===== src/rtl/alu_exec_ctrl_if.sv =====
// Bundle of the issue, ALU and writeback handshake signals around the execute sequencer.
// The slave modport is the sequencer's view; master is the view of whatever surrounds it.
interface alu_exec_ctrl_if;
  logic        issue_valid;
  logic        issue_ready;
  logic [5:0]  opcode;
  logic [5:0]  funct;
  logic [31:0] rs_value;
  logic [31:0] rt_value;
  logic [15:0] imm16;
  logic [4:0]  dest_reg;

  logic        alu_start;
  logic [31:0] alu_input_a;
  logic [31:0] alu_input_b;
  logic [4:0]  alu_control;
  logic [31:0] alu_result;
  logic        alu_finished;
  logic        alu_err_overflow;
  logic        alu_err_invalid_control;

  logic        wb_valid;
  logic        wb_ready;
  logic [31:0] wb_result;
  logic [4:0]  wb_dest;
  logic        wb_write_en;
  logic [1:0]  exc_code;

  modport slave (
    input  issue_valid, opcode, funct, rs_value, rt_value, imm16, dest_reg,
    output issue_ready,
    output alu_start, alu_input_a, alu_input_b, alu_control,
    input  alu_result, alu_finished, alu_err_overflow, alu_err_invalid_control,
    output wb_valid, wb_result, wb_dest, wb_write_en, exc_code,
    input  wb_ready
  );

  modport master (
    output issue_valid, opcode, funct, rs_value, rt_value, imm16, dest_reg,
    input  issue_ready,
    input  alu_start, alu_input_a, alu_input_b, alu_control,
    output alu_result, alu_finished, alu_err_overflow, alu_err_invalid_control,
    input  wb_valid, wb_result, wb_dest, wb_write_en, exc_code,
    output wb_ready
  );
endinterface


===== src/rtl/alu_exec_ctrl.sv =====
// Execute-stage sequencer: decodes MIPS R/I ALU ops, drives alu_32 through a
// start/finished handshake and hands the result plus exception status to writeback.
module alu_exec_ctrl #(
  parameter logic [4:0]  CTL_AND        = 5'd0,
  parameter logic [4:0]  CTL_OR         = 5'd1,
  parameter logic [4:0]  CTL_ADD        = 5'd2,
  parameter logic [4:0]  CTL_ADDU       = 5'd3,
  parameter logic [4:0]  CTL_SUB        = 5'd6,
  parameter logic [4:0]  CTL_SLT        = 5'd7,
  parameter logic [4:0]  CTL_NOR        = 5'd12,
  parameter int unsigned TIMEOUT_CYCLES = 16
) (
  input logic            clock,
  input logic            reset,
  alu_exec_ctrl_if.slave bus
);

  localparam int unsigned CNT_W = $clog2(TIMEOUT_CYCLES + 1);

  typedef enum logic [1:0] {
    ST_IDLE,
    ST_START,
    ST_WAIT,
    ST_DONE
  } state_t;

  state_t             state_q, state_d;
  logic [31:0]        alu_a_q, alu_a_d;
  logic [31:0]        alu_b_q, alu_b_d;
  logic [4:0]         alu_ctl_q, alu_ctl_d;
  logic [4:0]         dest_q, dest_d;
  logic [31:0]        wb_result_q, wb_result_d;
  logic [1:0]         exc_q, exc_d;
  logic [CNT_W-1:0]   cnt_q, cnt_d;

  logic               dec_valid;
  logic [4:0]         dec_ctl;
  logic [31:0]        dec_b;
  logic [31:0]        imm_sext;
  logic [31:0]        imm_zext;
  logic [CNT_W-1:0]   cnt_inc;

  assign imm_sext = {{16{bus.imm16[15]}}, bus.imm16};
  assign imm_zext = {16'h0000, bus.imm16};
  assign cnt_inc  = cnt_q + CNT_W'(1);

  always_comb begin
    dec_valid = 1'b1;
    dec_ctl   = CTL_AND;
    dec_b     = bus.rt_value;
    case (bus.opcode)
      6'h00: begin
        case (bus.funct)
          6'h20:   dec_ctl = CTL_ADD;
          6'h21:   dec_ctl = CTL_ADDU;
          6'h22:   dec_ctl = CTL_SUB;
          6'h24:   dec_ctl = CTL_AND;
          6'h25:   dec_ctl = CTL_OR;
          6'h27:   dec_ctl = CTL_NOR;
          6'h2A:   dec_ctl = CTL_SLT;
          default: dec_valid = 1'b0;
        endcase
      end
      6'h08: begin dec_ctl = CTL_ADD;  dec_b = imm_sext; end
      6'h09: begin dec_ctl = CTL_ADDU; dec_b = imm_sext; end
      6'h0A: begin dec_ctl = CTL_SLT;  dec_b = imm_sext; end
      6'h0C: begin dec_ctl = CTL_AND;  dec_b = imm_zext; end
      6'h0D: begin dec_ctl = CTL_OR;   dec_b = imm_zext; end
      default: dec_valid = 1'b0;
    endcase
  end

  always_comb begin
    state_d     = state_q;
    alu_a_d     = alu_a_q;
    alu_b_d     = alu_b_q;
    alu_ctl_d   = alu_ctl_q;
    dest_d      = dest_q;
    wb_result_d = wb_result_q;
    exc_d       = exc_q;
    cnt_d       = cnt_q;
    case (state_q)
      ST_IDLE: begin
        if (bus.issue_valid) begin
          alu_a_d     = bus.rs_value;
          alu_b_d     = dec_b;
          alu_ctl_d   = dec_ctl;
          dest_d      = bus.dest_reg;
          wb_result_d = '0;
          // Reserved encodings skip the ALU entirely and report straight to writeback.
          if (dec_valid) begin
            exc_d   = 2'd0;
            state_d = ST_START;
          end else begin
            exc_d   = 2'd2;
            state_d = ST_DONE;
          end
        end
      end
      ST_START: begin
        cnt_d   = '0;
        state_d = ST_WAIT;
      end
      ST_WAIT: begin
        cnt_d = cnt_inc;
        if (bus.alu_finished) begin
          wb_result_d = bus.alu_result;
          state_d     = ST_DONE;
          if (bus.alu_err_invalid_control) begin
            exc_d = 2'd2;
          end else if (bus.alu_err_overflow &&
                       (alu_ctl_q == CTL_ADD || alu_ctl_q == CTL_SUB)) begin
            exc_d = 2'd1;
          end else begin
            exc_d = 2'd0;
          end
        end else if (cnt_inc == CNT_W'(TIMEOUT_CYCLES)) begin
          wb_result_d = '0;
          exc_d       = 2'd3;
          state_d     = ST_DONE;
        end
      end
      ST_DONE: begin
        if (bus.wb_ready) begin
          state_d = ST_IDLE;
        end
      end
      default: state_d = ST_IDLE;
    endcase
  end

  always_ff @(posedge clock) begin
    if (reset) begin
      state_q     <= ST_IDLE;
      alu_a_q     <= '0;
      alu_b_q     <= '0;
      alu_ctl_q   <= '0;
      dest_q      <= '0;
      wb_result_q <= '0;
      exc_q       <= '0;
      cnt_q       <= '0;
    end else begin
      state_q     <= state_d;
      alu_a_q     <= alu_a_d;
      alu_b_q     <= alu_b_d;
      alu_ctl_q   <= alu_ctl_d;
      dest_q      <= dest_d;
      wb_result_q <= wb_result_d;
      exc_q       <= exc_d;
      cnt_q       <= cnt_d;
    end
  end

  assign bus.issue_ready = (state_q == ST_IDLE);
  assign bus.alu_start   = (state_q == ST_START);
  assign bus.alu_input_a = alu_a_q;
  assign bus.alu_input_b = alu_b_q;
  assign bus.alu_control = alu_ctl_q;
  assign bus.wb_valid    = (state_q == ST_DONE);
  assign bus.wb_result   = wb_result_q;
  assign bus.wb_dest     = dest_q;
  assign bus.exc_code    = exc_q;
  assign bus.wb_write_en = (state_q == ST_DONE) && (exc_q == 2'd0) && (dest_q != 5'd0);

endmodule

===== src/flat_wrapper.sv =====
// flat-port wrapper written by rule: the top's interface ports become plain ports
module alu_exec_ctrl_flat 
#(
  parameter logic [4:0]  CTL_AND        = 5'd0,
  parameter logic [4:0]  CTL_OR         = 5'd1,
  parameter logic [4:0]  CTL_ADD        = 5'd2,
  parameter logic [4:0]  CTL_ADDU       = 5'd3,
  parameter logic [4:0]  CTL_SUB        = 5'd6,
  parameter logic [4:0]  CTL_SLT        = 5'd7,
  parameter logic [4:0]  CTL_NOR        = 5'd12,
  parameter int unsigned TIMEOUT_CYCLES = 16
)
  (clock, reset, bus_issue_valid, bus_opcode, bus_funct, bus_rs_value, bus_rt_value, bus_imm16, bus_dest_reg, bus_issue_ready, bus_alu_start, bus_alu_input_a, bus_alu_input_b, bus_alu_control, bus_alu_result, bus_alu_finished, bus_alu_err_overflow, bus_alu_err_invalid_control, bus_wb_valid, bus_wb_result, bus_wb_dest, bus_wb_write_en, bus_exc_code, bus_wb_ready);
  alu_exec_ctrl_if bus_i ();
  input logic clock;
  input logic reset;
  input wire logic [$bits(bus_i.issue_valid)-1:0] bus_issue_valid;
  input wire logic [$bits(bus_i.opcode)-1:0] bus_opcode;
  input wire logic [$bits(bus_i.funct)-1:0] bus_funct;
  input wire logic [$bits(bus_i.rs_value)-1:0] bus_rs_value;
  input wire logic [$bits(bus_i.rt_value)-1:0] bus_rt_value;
  input wire logic [$bits(bus_i.imm16)-1:0] bus_imm16;
  input wire logic [$bits(bus_i.dest_reg)-1:0] bus_dest_reg;
  output wire logic [$bits(bus_i.issue_ready)-1:0] bus_issue_ready;
  output wire logic [$bits(bus_i.alu_start)-1:0] bus_alu_start;
  output wire logic [$bits(bus_i.alu_input_a)-1:0] bus_alu_input_a;
  output wire logic [$bits(bus_i.alu_input_b)-1:0] bus_alu_input_b;
  output wire logic [$bits(bus_i.alu_control)-1:0] bus_alu_control;
  input wire logic [$bits(bus_i.alu_result)-1:0] bus_alu_result;
  input wire logic [$bits(bus_i.alu_finished)-1:0] bus_alu_finished;
  input wire logic [$bits(bus_i.alu_err_overflow)-1:0] bus_alu_err_overflow;
  input wire logic [$bits(bus_i.alu_err_invalid_control)-1:0] bus_alu_err_invalid_control;
  output wire logic [$bits(bus_i.wb_valid)-1:0] bus_wb_valid;
  output wire logic [$bits(bus_i.wb_result)-1:0] bus_wb_result;
  output wire logic [$bits(bus_i.wb_dest)-1:0] bus_wb_dest;
  output wire logic [$bits(bus_i.wb_write_en)-1:0] bus_wb_write_en;
  output wire logic [$bits(bus_i.exc_code)-1:0] bus_exc_code;
  input wire logic [$bits(bus_i.wb_ready)-1:0] bus_wb_ready;
  assign bus_i.issue_valid = bus_issue_valid;
  assign bus_i.opcode = bus_opcode;
  assign bus_i.funct = bus_funct;
  assign bus_i.rs_value = bus_rs_value;
  assign bus_i.rt_value = bus_rt_value;
  assign bus_i.imm16 = bus_imm16;
  assign bus_i.dest_reg = bus_dest_reg;
  assign bus_issue_ready = bus_i.issue_ready;
  assign bus_alu_start = bus_i.alu_start;
  assign bus_alu_input_a = bus_i.alu_input_a;
  assign bus_alu_input_b = bus_i.alu_input_b;
  assign bus_alu_control = bus_i.alu_control;
  assign bus_i.alu_result = bus_alu_result;
  assign bus_i.alu_finished = bus_alu_finished;
  assign bus_i.alu_err_overflow = bus_alu_err_overflow;
  assign bus_i.alu_err_invalid_control = bus_alu_err_invalid_control;
  assign bus_wb_valid = bus_i.wb_valid;
  assign bus_wb_result = bus_i.wb_result;
  assign bus_wb_dest = bus_i.wb_dest;
  assign bus_wb_write_en = bus_i.wb_write_en;
  assign bus_exc_code = bus_i.exc_code;
  assign bus_i.wb_ready = bus_wb_ready;
  alu_exec_ctrl #(.CTL_AND(CTL_AND), .CTL_OR(CTL_OR), .CTL_ADD(CTL_ADD), .CTL_ADDU(CTL_ADDU), .CTL_SUB(CTL_SUB), .CTL_SLT(CTL_SLT), .CTL_NOR(CTL_NOR), .TIMEOUT_CYCLES(TIMEOUT_CYCLES)) u_core (.clock(clock), .reset(reset), .bus(bus_i));
endmodule

===== config.mk =====
export PLATFORM = sky130hd
export DESIGN_NAME = alu_exec_ctrl_flat
export DESIGN_NICKNAME = d
export VERILOG_FILES = /design/src/rtl/alu_exec_ctrl_if.sv /design/src/rtl/alu_exec_ctrl.sv /design/src/flat_wrapper.sv
export SDC_FILE = /design/constraint.sdc
export NUM_CORES = 1
export LEC_CHECK = 0
export BUFFER_PORTS_ARGS = -buffer_cell sky130_fd_sc_hd__buf_2
export CORE_MARGIN = 2
export CORE_UTILIZATION = 49
export DETAILED_ROUTE_END_ITERATION = 6
export PLACE_DENSITY = 0.86
export RECOVER_POWER = 25
export SETUP_SLACK_MARGIN = 0.1
export SKIP_CTS_REPAIR_TIMING = 1
export SLEW_MARGIN = 10
export SYNTH_ARGS = -nofsm -noshare
export SYNTH_HDL_FRONTEND = slang
export SYNTH_SLANG_ARGS = --single-unit

===== constraint.sdc =====
create_clock -name clock -period 3 [get_ports clock]
set_clock_uncertainty 0.15 [all_clocks]
set_input_delay 0.45 -clock clock [delete_from_list [all_inputs] [get_ports clock]]
set_output_delay 0.45 -clock clock [all_outputs]
set_load 0.02 [all_outputs]

== Word level (Yosys, flattened, before mapping) ==
Cells that the tools add are included.

* Flip-flop bits (word level): 115
* Latch bits: 0
* Memory bits (writable): 0
* ROM bits: 0
* Input bits: 136
* Output and inout bits: 112
* Memories: 0

* $add $sub $neg: 1
* Multiply operators: 0
* Div/mod/pow operators: 0
* Magnitude comparators: 0
* Eq/ne operators: 21
* Shifts and indexed selects: 0
* Mux-type cells: 22
* Bitwise operators: 0
* Reductions and logical operators: 17

{| class="wikitable"
|+ Operators with widths
! cell !! number
|-
| $pmux W32 S2 || 2
|-
| $mux W32 || 3
|-
| $eq A6 B6 Y1 const B || 7
|-
| $eq A6 B4 Y1 const B || 5
|-
| $pmux W5 S5 || 1
|-
| $pmux W4 S6 || 1
|-
| $mux W2 || 9
|-
| $pmux W5 S2 || 1
|-
| $pmux W2 S4 || 1
|-
| $reduce_or A7 Y1 || 1
|-
| $logic_not A6 Y1 || 1
|-
| $reduce_and A3 Y1 || 2
|-
| $add A5 B1 Y5 const B || 1
|-
| $eq A5 B2 Y1 const B || 1
|-
| $eq A5 B3 Y1 const B || 1
|-
| $eq A5 B5 Y1 const B || 1
|-
| $reduce_bool A5 Y1 || 1
|-
| $reduce_or A5 Y1 || 1
|-
| $eq A2 B2 Y1 const B || 2
|-
| $logic_not A2 Y1 || 2
|-
| $pmux W2 S2 || 1
|-
| $reduce_bool A2 Y1 || 2
|-
| $logic_and A1 B1 Y1 || 3
|-
| $ne A3 B2 Y1 const B || 1
|-
| other kinds (9) || 10
|}

== Depth between registers and ports, before layout ==
Gate-level depths: netlist (run 1).

* Depth in word-level cells: 7
* Depth in mapped cells: 8
* Depth with buffers taken out: 7

== Worst setup path before layout (run 1) ==
OpenSTA, ideal clock, no wires.

* Path kind: register to register
* From: register u_core.state_q[0]
* To: register u_core.dest_q[1] (netlist: u_core.bus.wb_dest[1])
* Setup time: 0.070 ns
* Arrival time: 1.794 ns
* Slack: 0.985 ns
* Stages on the path, launching flop included: 9
* Buffers on the path: 3
* Cell sequence: dfxtp_1 inv_1 ha_1 and2_1 clkbuf_8 clkbuf_1 buf_1 nand2_1 a21oi_1

* Longest elaborated chain between the ends: 2

{| class="wikitable"
|+ RTL lines
! what !! line !! text
|-
| from (decl) || alu_exec_ctrl.sv:27 || <nowiki>state_t state_q, state_d;</nowiki>
|-
| from (signal assigned) || alu_exec_ctrl.sv:143 || <nowiki>state_q <= state_d;</nowiki>
|-
| $logic_not A2 Y1 || - ||
|-
| net bus_issue_ready || flat_wrapper.sv:24 || <nowiki>output wire logic [$bits(bus_i.issue_ready)-1:0] bus_issue_ready;</nowiki>
|-
| $reduce_and A2 Y1 (no source line) || - ||
|-
| to (signal assigned) || alu_exec_ctrl.sv:147 || <nowiki>dest_q <= dest_d;</nowiki>
|-
| to (decl) || alu_exec_ctrl.sv:31 || <nowiki>logic [4:0] dest_q, dest_d;</nowiki>
|}

The timed path passes the listed nets, and every way through them passes these cells.
A chain may end at the register's enable or synchronous reset.

== Worst setup path in the final report (run 1) ==
* From: register u_core.dest_q[0] (netlist: u_core.bus.wb_dest[0])
* To: output port bus_wb_write_en

* Longest elaborated chain between the ends: 2

{| class="wikitable"
|+ RTL lines
! what !! line !! text
|-
| $reduce_bool A5 Y1 || alu_exec_ctrl.sv:163 || <nowiki>assign bus.wb_write_en = (state_q == ST_DONE) && (exc_q == 2'd0) && (dest_q != 5'd0);</nowiki>
|-
| $logic_and A1 B1 Y1 || alu_exec_ctrl.sv:163 ||
|-
| to (decl) || flat_wrapper.sv:36 || <nowiki>output wire logic [$bits(bus_i.wb_write_en)-1:0] bus_wb_write_en;</nowiki>
|}

No other way between the ends.

==> results.yml, run 1 <==
status:
  status: "complete, no violations"
power_and_ir_drop:
  pwr-share-comb_pct: 30.8
  switching_power_uw: 1980
  clkPwrFrac_pct: 34.2
  vdd_ir_drop_max_v: 0.000463
  switching_share_pct: 35.9
  power.internal_uw: 3540
  powerDensity_nw_per_um2: 851
  p_leak_uw: 0.00299
  pwr-share-seq_pct: 35.0
floorplanning:
  ios: 248
  die_x_um: 102
  placementRows: 35
  die_h_um: 102
  initial_utilization_pct: 50.9
  core_area_um2: 9280
  die_area_um2: 10400
route:
  dr_total_vias: 4830
  wire_per_inst_um: 14.7
  ant_nets: 0
  drc: 0
  drt-initial-drc-count: 176
  vias_per_cell: 5.15
  drtPass1Iterations: 4
  drt_wl_total_um: 13800
logic_synthesis:
  yosysWarnings: 0
  syn_area_um2: 4720
  synth_edf_count: 0
  synth-seq-area-share_pct: 48.3
  synth_cell_types: 47
  synthFlopType: "dfxtp_1"
  synth_seq_cells: 114
  syn_nets: 705
  synth.avg_cell_area_um2: 8.37
  ys_async_sr_fraction_pct: 0
  synthCells: 564
timing:
  setup_viol: 0
  max_freq_mhz: 423
  tns_ns: 0
  max-slew-margin-rel_pct: 46.1
  hold_ws_ns: 0.0326
  fin_crit_ns: 2.36
  timing_hold_violations_final: 0
  worstMarginPinSlew_ns: 0.809
  final_max_slew_viol_count: 0
  fin_crit_sh_pct: 78.8
  rsz0062_at_grt: "no"
cells_and_area:
  insertedDiodeCount: 0
  stdcell_area_um2: 6480
  n_fill_cell: 797
  drive_gt1_share_pct: 29.4
  area_growth_syn_to_layout_pct: 37.2
  final_net_count: 937
  multi_input_area_um2: 2230
  seq_area_um2: 2280
clock_tree:
  clk-insertion-delay-late_ns: 0.50
  htree_levels: 4
  cts_root_buf: "clkbuf_8"
  numClockSinks: 114
  cts.path.max_buffers: 2
  clk_pin_slew_ns: 0.06
  cts_buffers: 17
  cts_tree: "built"
global_route:
  grt_pass1_wl_um: 21200
  antenna_found_initial: 0
  grt_use_total_pct: 25.8
  grt_overflow: 0
  grt_pass1_vias: 4548
  grt_max_degree: 89
placed_design:
  gp_congestion: 0.865
  port_buffers: 246
  placed_area_um2: 5980
  place_hpwl_um: 10100
min_path:
  hold_path.class: "in2reg"
worst_setup_path:
  critical-path-max-stage-delay_ns: 0.58
  crit_path_top_delay_cell: "or4_1"
  cp_data_required_time_ns: 2.40
  crit_path_end_kind: "primary output"
  worst-path-max-fanout: 3
  worstPathArrival_ns: 1.76
  path_cells: "or4_1 -> nor2_1 -> nor4b_1 -> buf_2"
  start_kind: "register"
  critPathKind: "reg2out"
run:
  drv_cap: 0
==> layout by cell type (no fill, tap or decap), types with 2 or more instances in the layout <==
| cell | synthesis | routed |
|---|---|---|
| a21oi_1 | 70 | 69 |
| nand3b_1 | 2 | 2 |
| inv_1 | 6 | 6 |
| a22o_1 | 2 | 2 |
| dfxtp_1 | 114 | 114 |
| nor3b_1 | 4 | 4 |
| nor3_1 | 3 | 3 |
| nand2b_1 | 3 | 3 |
| a21o_1 | 2 | 2 |
| buf_4 | 4 | 7 |
| nand4_1 | 2 | 2 |
| clkbuf_1 | 28 | 56 |
| clkinv_4 | 0 | 5 |
| o21ai_0 | 21 | 21 |
| mux2i_1 | 48 | 48 |
| clkinv_2 | 0 | 5 |
| nor2_1 | 24 | 24 |
| ha_1 | 5 | 5 |
| nand3_1 | 6 | 6 |
| a211oi_1 | 19 | 19 |
| nor2b_1 | 3 | 3 |
| nand2_1 | 166 | 166 |
| bufinv_16 | 0 | 2 |
| clkbuf_16 | 0 | 16 |
| buf_2 | 2 | 192 |
==> synth_stat cells (2+ instances only) <==
master	count	area (um^2)
o21ai_0	21	105
nand4_1	2	12.5
inv_1	6	22.5
ha_1	5	62.6
buf_4	4	30.0
nor3_1	3	15.0
nand2_1	166	623
buf_2	2	10.0
a21o_1	2	15.0
dfxtp_1	114	2280
clkbuf_1	28	105
nand3b_1	2	15.0
a21oi_1	70	350
nand2b_1	3	18.8
buf_1	3	11.3
nand3_1	6	30.0
nor3b_1	4	30.0
and2_1	2	12.5
a211oi_1	19	143
nor2_1	24	90.1
nor2b_1	3	18.8
mux2i_1	48	480
clkbuf_8	2	27.5
a22o_1	2	17.5
==> logic make-up after synthesis <==
logic type | synth area share (%)
and+or+nand+nor | 20.4
muxes | 10.2
buffers and inverters | 4.61
AOI/OAI and AO/OA | 15.1
other | 0.0794
adders and majority gates | 1.32
DFF | 48.3
==> final cells by class <==
cell class / instances / share of cell area, %
timing repair buffer: 253 / 18.8
multi-input combinational: 403 / 34.5
clock inverter: 13 / 2.12
sequential: 114 / 35.2
clock buffer: 19 / 6.51
inverter: 7 / 0.406
tap: 129 / 2.49
==> power groups by stage <==
| stage | clock network [uW] | registers [uW] | logic (uW) |
|---|---|---|---|
| 6_report | 1880 | 1930 | 1700 |
| 5_1_grt | 1990 | 1960 | 1860 |
| 4_1_cts | 1910 | 1920 | 1740 |
| 3_5_place_dp | 0 | 1950 | 1740 |
| 3_3_place_gp | 0 | 1940 | 1680 |
| 2_1_floorplan | 0 | 2250 | 901 |
==> critical path, delay by kind of cell, from the launching register on <==
family / cells / cell delay [ns]
simple gates: 3 / 0.77
flops: 1 / 0.33
buf+inv: 1 / 0.17
==> registers in the layout, summed over array words and instances, names as in the netlist <==
signal and flops:
u_core.bus.alu_input_a 32, u_core.bus.alu_input_b 32, u_core.bus.wb_result 32, u_core.bus.wb_dest 5
u_core.cnt_q 5, u_core.bus.alu_control 4, u_core.bus.exc_code 2, u_core.state_q 2
==> path summary, 6_finish.rpt <==
| path | start | slack, ns | endpoint | depth (start not counted) |
|---|---|---|---|---|
| min | bus_rs_value[3] | 0.03 | u_core.bus.alu_input_a[3] | 3 |
| max | u_core.bus.wb_dest[0] | 0.64 | bus_wb_write_en | 4 |
| max reg2reg | u_core.state_q[0] | 0.73 | u_core.bus.wb_result[7] | 7 |
| min reg2reg | u_core.bus.alu_input_a[13] | 0.30 | u_core.bus.alu_input_a[13] | 2 |
==> metrics by stage <==
stage                     setup slack, ns  util, %  total power (uW)  cells
after global routing                0.579     69.8              5800    938
final                               0.636     69.8              5510    938
after detailed placement            0.511     64.4              3690    906
after floorplan                     0.985        -              3150    564
after global placement              0.713     64.4              3620    906
after CTS                           0.502     70.5              5570    938
==> layer usage <==
metal  GRT usage [%]  part of all wire, %  up-vias
li1                -                    -     2376
met4            11.0                  2.5        0
met2            45.5                   51      177
met1            29.8                   41     2248
met3            6.50                  5.6       29
met5               0                    0        -
Power figures use the tool's default switching activity.
==> run 2: changes to the inputs <==
--- a/config.mk
+++ b/config.mk
@@ -7,9 +7,9 @@
 export LEC_CHECK = 0
 export BUFFER_PORTS_ARGS = -buffer_cell sky130_fd_sc_hd__buf_2
 export CORE_MARGIN = 2
-export CORE_UTILIZATION = 49
+export CORE_UTILIZATION = 45
 export DETAILED_ROUTE_END_ITERATION = 6
-export PLACE_DENSITY = 0.86
+export PLACE_DENSITY = 0.8
 export RECOVER_POWER = 25
 export SETUP_SLACK_MARGIN = 0.1
 export SKIP_CTS_REPAIR_TIMING = 1
==> constraint.sdc (replaced) <==
create_clock -name clock -period 2.2 [get_ports clock]
set_clock_uncertainty 0.15 [all_clocks]
set_input_delay 0.33 -clock clock [delete_from_list [all_inputs] [get_ports clock]]
set_output_delay 0.33 -clock clock [all_outputs]
set_load 0.02 [all_outputs]
==> results.yml, run 2 (same netlist as run 1, synthesis figures left out) <==
status:
  status: "complete, but fails checks"
  failed_checks: "setup timing"
route:
  dr_total_vias: 5363
  wire_per_inst_um: 15.7
  vias_per_cell: 5.14
  drt_wl_total_um: 16400
  drtPass1Iterations: 6
  ant_nets: 0
  drt-initial-drc-count: 418
  drc: 0
cells_and_area:
  final_common_cell: "buf_2"
  drive_gt1_share_pct: 28.8
  insertedDiodeCount: 0
  layout.cells.non_filler: 1043
  post-route-util_pct: 73.5
  area_growth_syn_to_layout_pct: 60.0
  final_cell_mix: "buf_2, nand2_1, dfxtp_1, dlygate4sd3_1, a21oi_1"
  final_net_count: 1037
  n_fill_cell: 750
clock_tree:
  numClockSinks: 114
  clk-insertion-delay-late_ns: 0.49
  cts_root_buf: "clkbuf_8"
  cts_tree: "built"
  htree_levels: 4
  cts.path.max_buffers: 2
  cts_buffers: 17
  clk_pin_slew_ns: 0.05
power_and_ir_drop:
  powerDensity_nw_per_um2: 1070
  switching_share_pct: 34.6
  clkPwrFrac_pct: 33.4
  p_leak_uw: 0.00345
  switching_power_uw: 2790
  pwr-share-comb_pct: 33.8
  power_uw: 8060
  pwr-share-seq_pct: 32.8
  vdd_ir_drop_max_v: 0.000598
  power.internal_uw: 5270
global_route:
  grt_pass1_wl_um: 21400
  grt_use_total_pct: 23.6
  grt_max_degree: 89
  grt_pass1_vias: 4565
  antenna_found_initial: 0
  grt_overflow: 0
timing:
  timing.final.ws_setup_ns: -0.0211
  worstMarginPinSlew_ns: 0.772
  setup_viol: 1
  fin_crit_ns: 2.22
  tns_ns: -0.0211
  hold_ws_ns: 0.0151
  max_freq_mhz: 450
  max-slew-margin-rel_pct: 48.5
  fin_crit_sh_pct: 101
  final_max_slew_viol_count: 0
  timing_hold_violations_final: 0
  rsz0062_at_grt: "yes"
worst_setup_path:
  critPathKind: "reg2out"
  startpoint: "u_core.bus.wb_dest[3]"
  crit_path_end_kind: "primary output"
  timing.rr.start: "u_core.state_q[0]"
  r2r_cells: 6
  worstPathArrival_ns: 1.74
  r2r-end: "u_core.bus.wb_result[12]"
  reg2reg_setup_slack_ns: 0.23
  start_kind: "register"
  cp_data_required_time_ns: 1.72
  critical_path.endpoint: "bus_wb_write_en"
  worst-path-max-fanout: 2
placed_design:
  placed_cells: 921
  gp_congestion: 0.807
  place_hpwl_um: 9970
  port_buffers: 246
floorplanning:
  initial_utilization_pct: 46.0
  placementRows: 37
  die_area_um2: 11300
  die_x_um: 106
  die_h_um: 106
  core_area_um2: 10300
  ios: 248
min_path:
  hold_path.class: "in2reg"
run:
  drv_cap: 0
==> run 2: changes by cell type in the layout (fill, tap and decap cells not counted), sizes merged <==
cell / delta
dlygate4sd3: +86
clkinvlp: +2
bufinv: +1
nor2: +1
buf: +12
clkbuf: +2
clkinv: -5
inv: -1
==> run 2: how the worst min path moves through the flow <==
stage / startpoint / endpoint / depth (start not counted)
finish: bus_funct[0] / u_core.bus.alu_control[3] / 3
global route: bus_rt_value[0] / u_core.bus.alu_input_b[0] / 3
CTS: bus_rs_value[9] / u_core.bus.alu_input_a[9] / 3
detailed placement: u_core.bus.alu_input_a[29] / u_core.bus.alu_input_a[29] / 2
global placement: u_core.bus.alu_input_a[28] / u_core.bus.alu_input_a[28] / 2
floorplan: bus_rs_value[0] / u_core.bus.alu_input_a[0] / 2
==> run 2: power by group through the flow <==
| stage | logic, uW | clock network (uW) | registers (uW) |
|---|---|---|---|
| floorplan | 1230 | 0 | 3070 |
| global placement | 2360 | 0 | 2640 |
| detailed placement | 2430 | 0 | 2660 |
| CTS | 2440 | 2750 | 2620 |
| global route | 2930 | 2840 | 2680 |
| finish | 2720 | 2690 | 2640 |
==> run 2: cell type report <==
cell class | instances | area (um^2) | area share [%]
Multi-Input combinational cell | 404 | 2280 | 30.1
Timing Repair Buffer | 352 | 2210 | 29.2
Clock inverter | 10 | 134 | 1.77
Clock buffer | 20 | 455 | 6.03
Tap cell | 136 | 170 | 2.25
Sequential cell | 114 | 2280 | 30.2
Inverter | 7 | 26.3 | 0.348
==> run 2: worst max-delay path: stages (launching register included) <==
cell and delay (ns):
dfxtp_2 0.32, or4_4 0.57, nor2_4 0.14, nor4b_1 0.06, buf_2 0.16
==> run 2: metrics by stage <==
step | area (um^2) | setup slack, ns
after CTS | 6640 | -0.182
after detailed placement | 6050 | -0.141
after global routing | 7560 | -0.0598
after global placement | 6050 | -0.0322
final | 7560 | -0.0211
after floorplan | 4720 | 0.185
==> run 2: per-layer routing <==
| metal | share of wire, % | track usage (%) | vias to the layer above |
|---|---|---|---|
| met5 | 0 | 0 | - |
| met4 | 3.7 | 11.6 | 0 |
| met3 | 6.1 | 5.95 | 56 |
| met2 | 53 | 41.4 | 233 |
| met1 | 37 | 26.7 | 2495 |
| li1 | - | - | 2579 |
==> run 3: changes to the inputs <==
--- a/config.mk
+++ b/config.mk
@@ -5,11 +5,11 @@
 export SDC_FILE = /design/constraint.sdc
 export NUM_CORES = 1
 export LEC_CHECK = 0
-export BUFFER_PORTS_ARGS = -buffer_cell sky130_fd_sc_hd__buf_2
-export CORE_MARGIN = 2
-export CORE_UTILIZATION = 45
+export CORE_AREA = 2 2 95 97
 export DETAILED_ROUTE_END_ITERATION = 6
-export PLACE_DENSITY = 0.8
+export DIE_AREA = 0 0 97 99
+export DONT_BUFFER_PORTS = 1
+export PLACE_DENSITY = 0.71
 export RECOVER_POWER = 25
 export SETUP_SLACK_MARGIN = 0.1
 export SKIP_CTS_REPAIR_TIMING = 1
==> results.yml, run 3 (same netlist as run 1, synthesis figures left out) <==
timing:
  fin_crit_sh_pct: 102
  timing.final.ws_setup_ns: -0.0511
  max-slew-margin-rel_pct: 61.4
  setup_viol: 1
  final_max_slew_viol_count: 0
  timing_hold_violations_final: 0
  rsz0062_at_grt: "yes"
  fin_crit_ns: 2.25
  worstMarginPinSlew_ns: 0.579
  max_freq_mhz: 444
worst_setup_path:
  crit_path_end_kind: "primary output"
  reg2reg_setup_slack_ns: 0.17
  critical-path-max-stage-delay_ns: 0.59
  r2r_cells: 6
  path_delay_family: "simple AND/OR/NAND/NOR gates"
  start_kind: "register"
  r2r-end: "u_core.bus.alu_input_b[8]"
  critPathBufInv: 1
  crit_path_top_delay_cell: "or4_4"
  path_cells: "or4_4 -> nor2_4 -> nor4b_2 -> buf_4"
  cp_data_required_time_ns: 1.72
  timing.rr.start: "u_core.state_q[1]"
  worst-path-max-fanout: 3
  worstPathArrival_ns: 1.77
  critPathKind: "reg2out"
floorplanning:
  placementRows: 34
  die_h_um: 99
  die_area_um2: 9600
  initial_utilization_pct: 55.2
  ios: 248
  die_x_um: 97
  core_area_um2: 8550
cells_and_area:
  final_net_count: 832
  layout.cells.non_filler: 811
  drive_gt1_share_pct: 9.53
  final_cell_mix: "nand2_1, dlygate4sd3_1, dfxtp_1, a21oi_1, mux2i_1"
  area_growth_syn_to_layout_pct: 43.5
  insertedDiodeCount: 0
  final_common_cell: "nand2_1"
run:
  drv_cap: 0
min_path:
  holdPathStages: 2
  whs_endpoint: "u_core.bus.alu_input_a[1]"
  hold_path.class: "in2reg"
  hp-start: "reset"
clock_tree:
  cts_buffers: 17
  numClockSinks: 114
  clk-insertion-delay-late_ns: 0.49
  cts.path.max_buffers: 2
  cts_tree: "built"
  cts_root_buf: "clkbuf_8"
  clk_pin_slew_ns: 0.06
  htree_levels: 4
global_route:
  grt_overflow: 0
  grt_pass1_vias: 3631
  grt_pass1_wl_um: 18600
  grt_use_total_pct: 23.9
  antenna_found_initial: 0
  grt_max_degree: 89
power_and_ir_drop:
  power_uw: 7780
  vdd_ir_drop_max_v: 0.000690
  p_leak_uw: 0.00273
  powerDensity_nw_per_um2: 1150
status:
  failed_checks: "setup timing"
  status: "complete, but fails checks"
route:
  vias_per_cell: 5.76
  drt_wl_total_um: 15700
  drt-initial-drc-count: 263
  ant_nets: 0
  drtPass1Iterations: 5
  drc: 0
  wire_per_inst_um: 19.3
  dr_total_vias: 4668
placed_design:
  port_buffers: 0
  gp_congestion: 0.887
  place_hpwl_um: 8220
  placed_cells: 649
run 3: layer usage:
metal | global-route usage (%) | vias up | part of all wire [%]
met5 | 0 | - | 0
met4 | 8.13 | 0 | 3.6
met3 | 9.01 | 52 | 9.5
met2 | 40.1 | 274 | 50
met1 | 28.3 | 2180 | 36
li1 | - | 2162 | -
run 3: worst max path at each step:
stage,depth (start not counted),slack (ns),endpoint,from
2_1_floorplan,8,0.19,u_core.bus.wb_dest[1],u_core.state_q[0]
3_3_place_gp,5,-0.05,u_core.bus.wb_result[6],u_core.cnt_q[0]
3_5_place_dp,6,-0.12,u_core.bus.wb_result[12],u_core.state_q[0]
4_1_cts,6,-0.19,u_core.bus.wb_result[2],u_core.state_q[0]
5_1_grt,4,-0.1,bus_wb_write_en,u_core.bus.wb_dest[0]
6_report,4,-0.05,bus_wb_write_en,u_core.bus.wb_dest[0]
run 3: where the power goes:
group	internal (uW)	switching (uW)
Clock	1770	928
Sequential	2430	701
Combinational	847	1100
run 3: area by class of cell:
type                       instances  area [um^2]
clock inverter                    10          134
fill                             513         1770
multi-input combinational        404         2270
inverter                           7         26.3
clock buffer                      21          449
tap                              108          135
timing repair buffer             147         1480
sequential                       114         2280
run 3: metrics by stage:
stage	setup slack, ns	setup TNS [ns]	hold WS [ns]	instance area (um^2)	utilization [%]
global route	-0.0950	-0.0950	0.0339	6780	79.3
detailed placement	-0.121	-3.47	0.257	4800	56.1
CTS	-0.191	-5.43	-0.270	5380	63.0
global placement	-0.0516	-1.64	0.255	4800	56.1
floorplan	0.185	0	0.316	4720	-
finish	-0.0511	-0.0511	0.0161	6780	79.3
run 3: worst register-to-register path, cell delays in order, from the launching register on:
cell and delay (ns):
dfxtp_1 0.33, inv_1 0.11, ha_1 0.22, and2_2 0.19
clkbuf_8 0.45, nor2_1 0.17, a211oi_1 0.32
